[src/rtl/tick_scheduler_if.sv]
// Control/status bundle between game-level logic and the tick scheduler.
// master drives start/pause/level/hit; slave (the scheduler) returns ticks and status.
interface tick_scheduler_if;
    logic       start;
    logic       pause_req;
    logic [1:0] level;
    logic       hit;
    logic       move_tick;
    logic       life_tick;
    logic [1:0] lives;
    logic [1:0] state;
    logic       game_over;

    modport master (
        output start, pause_req, level, hit,
        input  move_tick, life_tick, lives, state, game_over
    );

    modport slave (
        input  start, pause_req, level, hit,
        output move_tick, life_tick, lives, state, game_over
    );
endinterface

[src/rtl/tick_scheduler.sv]
// Game timebase: single-cycle move/life enable ticks, IDLE/RUN/PAUSE/OVER sequencing and lives.
//  state | meaning
//  IDLE  | after reset, counters held at 0, waiting for start
//  RUN   | counters advance, ticks generated, hits consume lives
//  PAUSE | counters frozen, no ticks, hits ignored
//  OVER  | lives exhausted, game_over high, start reloads and runs
module tick_scheduler #(
    parameter logic [27:0] MOVE_DIV_BASE = 28'd1_666_668,
    parameter logic [27:0] LIFE_DIV      = 28'd10_500_000,
    parameter logic [1:0]  MAX_LIVES     = 2'd3
) (
    input  logic              clk,
    input  logic              RST,
    tick_scheduler_if.slave   bus
);

    typedef enum logic [1:0] {
        S_IDLE  = 2'd0,
        S_RUN   = 2'd1,
        S_PAUSE = 2'd2,
        S_OVER  = 2'd3
    } state_t;

    state_t      state_q, state_d;
    logic [27:0] move_cnt_q, move_cnt_d;
    logic [27:0] life_cnt_q, life_cnt_d;
    logic [27:0] period_q, period_d;
    logic [1:0]  lives_q, lives_d;
    logic        move_tick_q, move_tick_d;
    logic        life_tick_q, life_tick_d;
    logic        over_q, over_d;

    always_ff @(posedge clk or negedge RST) begin
        if (!RST) begin
            state_q     <= S_IDLE;
            move_cnt_q  <= '0;
            life_cnt_q  <= '0;
            period_q    <= MOVE_DIV_BASE;
            lives_q     <= '0;
            move_tick_q <= 1'b0;
            life_tick_q <= 1'b0;
            over_q      <= 1'b0;
        end else begin
            state_q     <= state_d;
            move_cnt_q  <= move_cnt_d;
            life_cnt_q  <= life_cnt_d;
            period_q    <= period_d;
            lives_q     <= lives_d;
            move_tick_q <= move_tick_d;
            life_tick_q <= life_tick_d;
            over_q      <= over_d;
        end
    end

    always_comb begin
        state_d     = state_q;
        move_cnt_d  = move_cnt_q;
        life_cnt_d  = life_cnt_q;
        period_d    = period_q;
        lives_d     = lives_q;
        move_tick_d = 1'b0;
        life_tick_d = 1'b0;

        case (state_q)
            S_IDLE, S_OVER: begin
                if (bus.start) begin
                    state_d    = S_RUN;
                    lives_d    = MAX_LIVES;
                    move_cnt_d = '0;
                    life_cnt_d = '0;
                    period_d   = MOVE_DIV_BASE >> bus.level;
                end
            end
            S_RUN: begin
                // Losing the last life wins over pause and suppresses ticks
                if (bus.hit && lives_q == 2'd1) begin
                    lives_d = 2'd0;
                    state_d = S_OVER;
                end else if (bus.pause_req) begin
                    state_d = S_PAUSE;
                    if (bus.hit && lives_q != 2'd0)
                        lives_d = lives_q - 2'd1;
                end else begin
                    if (bus.hit && lives_q != 2'd0)
                        lives_d = lives_q - 2'd1;
                    // New level only applies at the wrap so a period is never cut short
                    if (move_cnt_q == period_q - 28'd1) begin
                        move_cnt_d  = '0;
                        move_tick_d = 1'b1;
                        period_d    = MOVE_DIV_BASE >> bus.level;
                    end else begin
                        move_cnt_d = move_cnt_q + 28'd1;
                    end
                    if (life_cnt_q == LIFE_DIV - 28'd1) begin
                        life_cnt_d  = '0;
                        life_tick_d = 1'b1;
                    end else begin
                        life_cnt_d = life_cnt_q + 28'd1;
                    end
                end
            end
            S_PAUSE: begin
                if (!bus.pause_req)
                    state_d = S_RUN;
            end
            default: state_d = S_IDLE;
        endcase

        over_d = (state_d == S_OVER);
    end

    assign bus.move_tick = move_tick_q;
    assign bus.life_tick = life_tick_q;
    assign bus.lives     = lives_q;
    assign bus.state     = state_q;
    assign bus.game_over = over_q;

endmodule

[src/flat_wrapper.sv]
// flat-port wrapper written by rule: the top's interface ports become plain ports
module tick_scheduler_flat 
#(
    parameter logic [27:0] MOVE_DIV_BASE = 28'd1_666_668,
    parameter logic [27:0] LIFE_DIV      = 28'd10_500_000,
    parameter logic [1:0]  MAX_LIVES     = 2'd3
)
  (clk, RST, bus_start, bus_pause_req, bus_level, bus_hit, bus_move_tick, bus_life_tick, bus_lives, bus_state, bus_game_over);
  tick_scheduler_if bus_i ();
  input  logic clk;
  input  logic RST;
  input wire logic [$bits(bus_i.start)-1:0] bus_start;
  input wire logic [$bits(bus_i.pause_req)-1:0] bus_pause_req;
  input wire logic [$bits(bus_i.level)-1:0] bus_level;
  input wire logic [$bits(bus_i.hit)-1:0] bus_hit;
  output wire logic [$bits(bus_i.move_tick)-1:0] bus_move_tick;
  output wire logic [$bits(bus_i.life_tick)-1:0] bus_life_tick;
  output wire logic [$bits(bus_i.lives)-1:0] bus_lives;
  output wire logic [$bits(bus_i.state)-1:0] bus_state;
  output wire logic [$bits(bus_i.game_over)-1:0] bus_game_over;
  assign bus_i.start = bus_start;
  assign bus_i.pause_req = bus_pause_req;
  assign bus_i.level = bus_level;
  assign bus_i.hit = bus_hit;
  assign bus_move_tick = bus_i.move_tick;
  assign bus_life_tick = bus_i.life_tick;
  assign bus_lives = bus_i.lives;
  assign bus_state = bus_i.state;
  assign bus_game_over = bus_i.game_over;
  tick_scheduler #(.MOVE_DIV_BASE(MOVE_DIV_BASE), .LIFE_DIV(LIFE_DIV), .MAX_LIVES(MAX_LIVES)) u_core (.clk(clk), .RST(RST), .bus(bus_i));
endmodule
[config.mk]
export PLATFORM = sky130hd
export DESIGN_NAME = tick_scheduler_flat
export DESIGN_NICKNAME = d
export VERILOG_FILES = /design/src/rtl/tick_scheduler_if.sv /design/src/rtl/tick_scheduler.sv /design/src/flat_wrapper.sv
export SDC_FILE = /design/constraint.sdc
export NUM_CORES = 1
export LEC_CHECK = 0
export CORE_MARGIN = 2
export CORE_UTILIZATION = 54
export DETAILED_ROUTE_END_ITERATION = 16
export PLACE_DENSITY = 0.73
export SLEW_MARGIN = 20
export SYNTH_ARGS = -nofsm -noshare
export SYNTH_HDL_FRONTEND = slang
export SYNTH_SLANG_ARGS = --single-unit
[constraint.sdc]
create_clock -name clk -period 3.1 [get_ports clk]
set_input_delay 0.62 -clock clk [delete_from_list [all_inputs] [get_ports clk]]
set_output_delay 0.62 -clock clk [all_outputs]
set_load 0.005 [all_outputs]
==> impl_metrics.toml <==
[detailed_routing]
drt_iter0_markers = 267
ant_nets = 0
wl_per_cell_um = 16.6
route.detailed.drc = 0
wirelength_um = 10900
viasPerCell = 6.16
via_count = 4033
dr.pass1.iters = 4

[power]
p_sw_uw = 1760
p_per_area_mw_per_mm2 = 758
ir_drop_mv = 0.438
clockPowerShare_pct = 17.1
p_leak_uw = 0.00223
combPwrFrac_pct = 48.1
swShare_pct = 44.3
p_seq_share_pct = 34.8
intPower_uw = 2220

[global_routing]
antenna_found_initial = 0
overflow = 0
grt_use_total_pct = 23.3
grt_pass1_vias = 3864
grt_pass1_wl_um = 18400
grt_max_degree = 75

[clocking]
clk_latency_ps = 350
cts_root_buf = "clkbuf_8"
path_clk_slew_ps = 80
cts_tree = "done"
cts_hold_buf = 0
ctsResizeCount = 0
htreeDepth = 3
cts_buffer_depth = 2
cts_buffers = 9
cts_sinks = 74
cts_setup_buffers = 0

[die]
die_h_um = 98.6
die_area_mm2 = 0.00972
num_rows = 34
coreArea_mm2 = 0.00868
initial_utilization_pct = 55.7
io_pins = 14
die_w_um = 98.6

[final_layout]
drive_above_1_share_pct = 14.6
fillers = 748
final_cells = 655
synthToLayoutAreaGrowth_pct = 8.67
diodes = 0
nets = 562
seqCellArea_mm2 = 0.00186
multi_input_area_mm2 = 0.00272
post-route-util_pct = 60.5

[yosys]
synthMuxAreaShare_pct = 3.24
yosysSeqAreaShare_pct = 38.5
synth_ff_type = "dfrtp_1"
ys_ff_latch = 74
synth_warnings = 0
avgSynthCellArea_um2 = 9.13
ys_types = 67
syn-num-nets = 549
yosys.area_share.simple_pct = 28.0
synth_edf_count = 0
synth_xor_area_share_pct = 7.98
synth_compound_area_share_pct = 13.6
async_flop_share_pct = 100
synthAdderAreaFrac_pct = 3.37
synth_top_family_by_area = "simple AND/OR/NAND/NOR gates"
netlist_instances = 529
synthesis.area_mm2 = 0.00483

[timing]
skew_ps = 12.3
finalSetupTns_ps = 0
slew_viol_final = 0
rsz0062_at_grt = "no"
period_minus_slack_ps = 2870
slew_headroom_pct = 38.4
timing.final.hold_violations = 0
min_period_over_period_pct = 92.7
fmax_ghz = 0.348
tightest_slew_ps = 923
finalSetupViolCount = 0
setup_ws_ps = 225

[setup_path]
critPathMaxStageDelay_ps = 500
path_class = "register to register"
cp_max_fo = 25
rrSetupSlack_ps = 230
cp.arrival_ps = 3090
cp_slowest_cell = "dfrtp_1"
cp.required_ps = 3320
setup.worst_path.end_class = "register"
path_common_cell = "and4_1"
crit_chain = "inv_1, ha_1, nor4b_2, and4_1, nand4_1, a211oi_1, and4_1, and3_1, buf_12, nor3_1"
start_kind = "register"

[place]
dp_hpwl_um = 7670
post-place-cells = 639
dp_slack_ps = 74.5
routabilityCongestion = 0.900
numPortBuffers = 13

[outcome]
status = "finished, final reports clean"

[worst_hold_path]
hold_path_class = "input pin to async pin"

[flow_run]
drv_cap = 0
[through the flow]
step           area [µm²]  power [µW]  hold slack, ps
2_1_floorplan        4830        2680             324
3_3_place_gp         5080        3230             487
5_1_grt              5250        4240             488
6_report             5250        3980             411
4_1_cts              5250        3980             448
3_5_place_dp         5080        3290             501
[cells in the final DEF, fill, tap and decap left out, types with 4 or more instances in the layout]
master	count
nor2_1	35
a21o_1	5
o21ai_0	31
xnor2_1	19
nor4_1	5
o31ai_1	7
inv_1	22
dfstp_2	7
and2_1	4
buf_4	14
nor4_2	5
xor2_1	25
ha_1	13
nor2b_1	4
mux2i_1	10
nor3_1	14
clkdlybuf4s50_1	12
nand4_1	16
or4_1	4
nand3_1	27
a31oi_1	11
and3_1	13
nand2_1	56
dfrtp_1	67
or3_1	9
clkbuf_8	9
a21oi_1	16
nor3_2	20
[per-layer routing]
metal,GRT usage [%],part of all wire [%],up-vias
met1,32.2,47,1991
met4,8.22,1.3,0
li1,-,-,1933
met5,0,0,-
met2,37.1,47,97
met3,3.97,4.4,12
[registers in the layout, summed over array words and instances, names as in the netlist]
| signal | cells |
|---|---|
| u_core.bus.lives | 2 |
| u_core.bus.state | 2 |
| u_core.life_cnt_q | 28 |
| u_core.bus.life_tick | 1 |
| u_core.move_cnt_q | 28 |
| u_core.bus.move_tick | 1 |
| u_core.period_q | 11 |
| u_core.bus.game_over | 1 |
[critical path, delay by kind of cell (launching register included)]
kind	cells	cell delay (ps)
compound gates	1	270
fa+ha+maj	1	270
buf+inv	2	300
flops	1	500
simple gates	6	1400
[area by class of cell]
class,count,area share [%]
clock inverter,6,0.810
timing repair buffer,29,5.43
clock buffer,10,2.43
tap,108,2.57
inverter,22,1.57
sequential,74,35.4
multi-input combinational,406,51.8
[cell usage after synthesis, types with 4 or more instances]
cell      number  area share [%]
buf_6          4            0.93
and3_1        13             1.7
a21o_1         5            0.78
dfstp_2        7             3.8
nor4_2         5             1.3
nor3_2        20             4.1
or3_1          9             1.2
o31ai_1        7             1.1
nand4_1       16             2.1
nand2_1       56             4.4
nor3_1        14             1.5
nor2b_1        4            0.52
buf_2          5            0.52
xor2_1        25             4.5
clkbuf_1      13             1.0
a31oi_1       11             1.4
and2_1         4            0.52
mux2i_1       10             2.1
or4_1          4            0.62
ha_1          13             3.4
o21ai_0       31             3.2
a21oi_1       16             1.7
inv_1         22             1.7
nor4_1         5            0.65
xnor2_1       19             3.4
nand3_1       27             2.8
nor2_1        36             2.8
dfrtp_1       67              35
[final timing paths]
| check | start | endpoint | depth (start not counted) |
|---|---|---|---|
| max | u_core.period_q[18] | u_core.move_cnt_q[3] | 10 |
| min | RST | u_core.period_q[18] | 1 |
| max reg2reg | u_core.period_q[18] | u_core.move_cnt_q[3] | 10 |
| min reg2reg | u_core.period_q[9] | u_core.period_q[9] | 2 |
| max in group asynchronous | RST | u_core.move_cnt_q[11] | 1 |
| min in group clk | u_core.period_q[9] | u_core.period_q[9] | 2 |
[power by group through the flow]
stage,registers (µW),logic (µW),clock network (µW)
2_1_floorplan,1260,1420,0
3_3_place_gp,1390,1840,0
3_5_place_dp,1390,1900,0
4_1_cts,1370,1910,695
5_1_grt,1400,2110,727
6_report,1380,1910,679
[kinds of logic (layout without fill, tap and decap cells)]
family	after synthesis	in the layout
adders and majority gates	13	13
buffers and inverters	49	67
muxes	14	14
DFF	74	74
AOI/OAI and AO/OA	100	100
and+or+nand+nor	235	235
xor gates and xnor gates	44	44
Note: power is estimated with default switching activity, not from simulation.
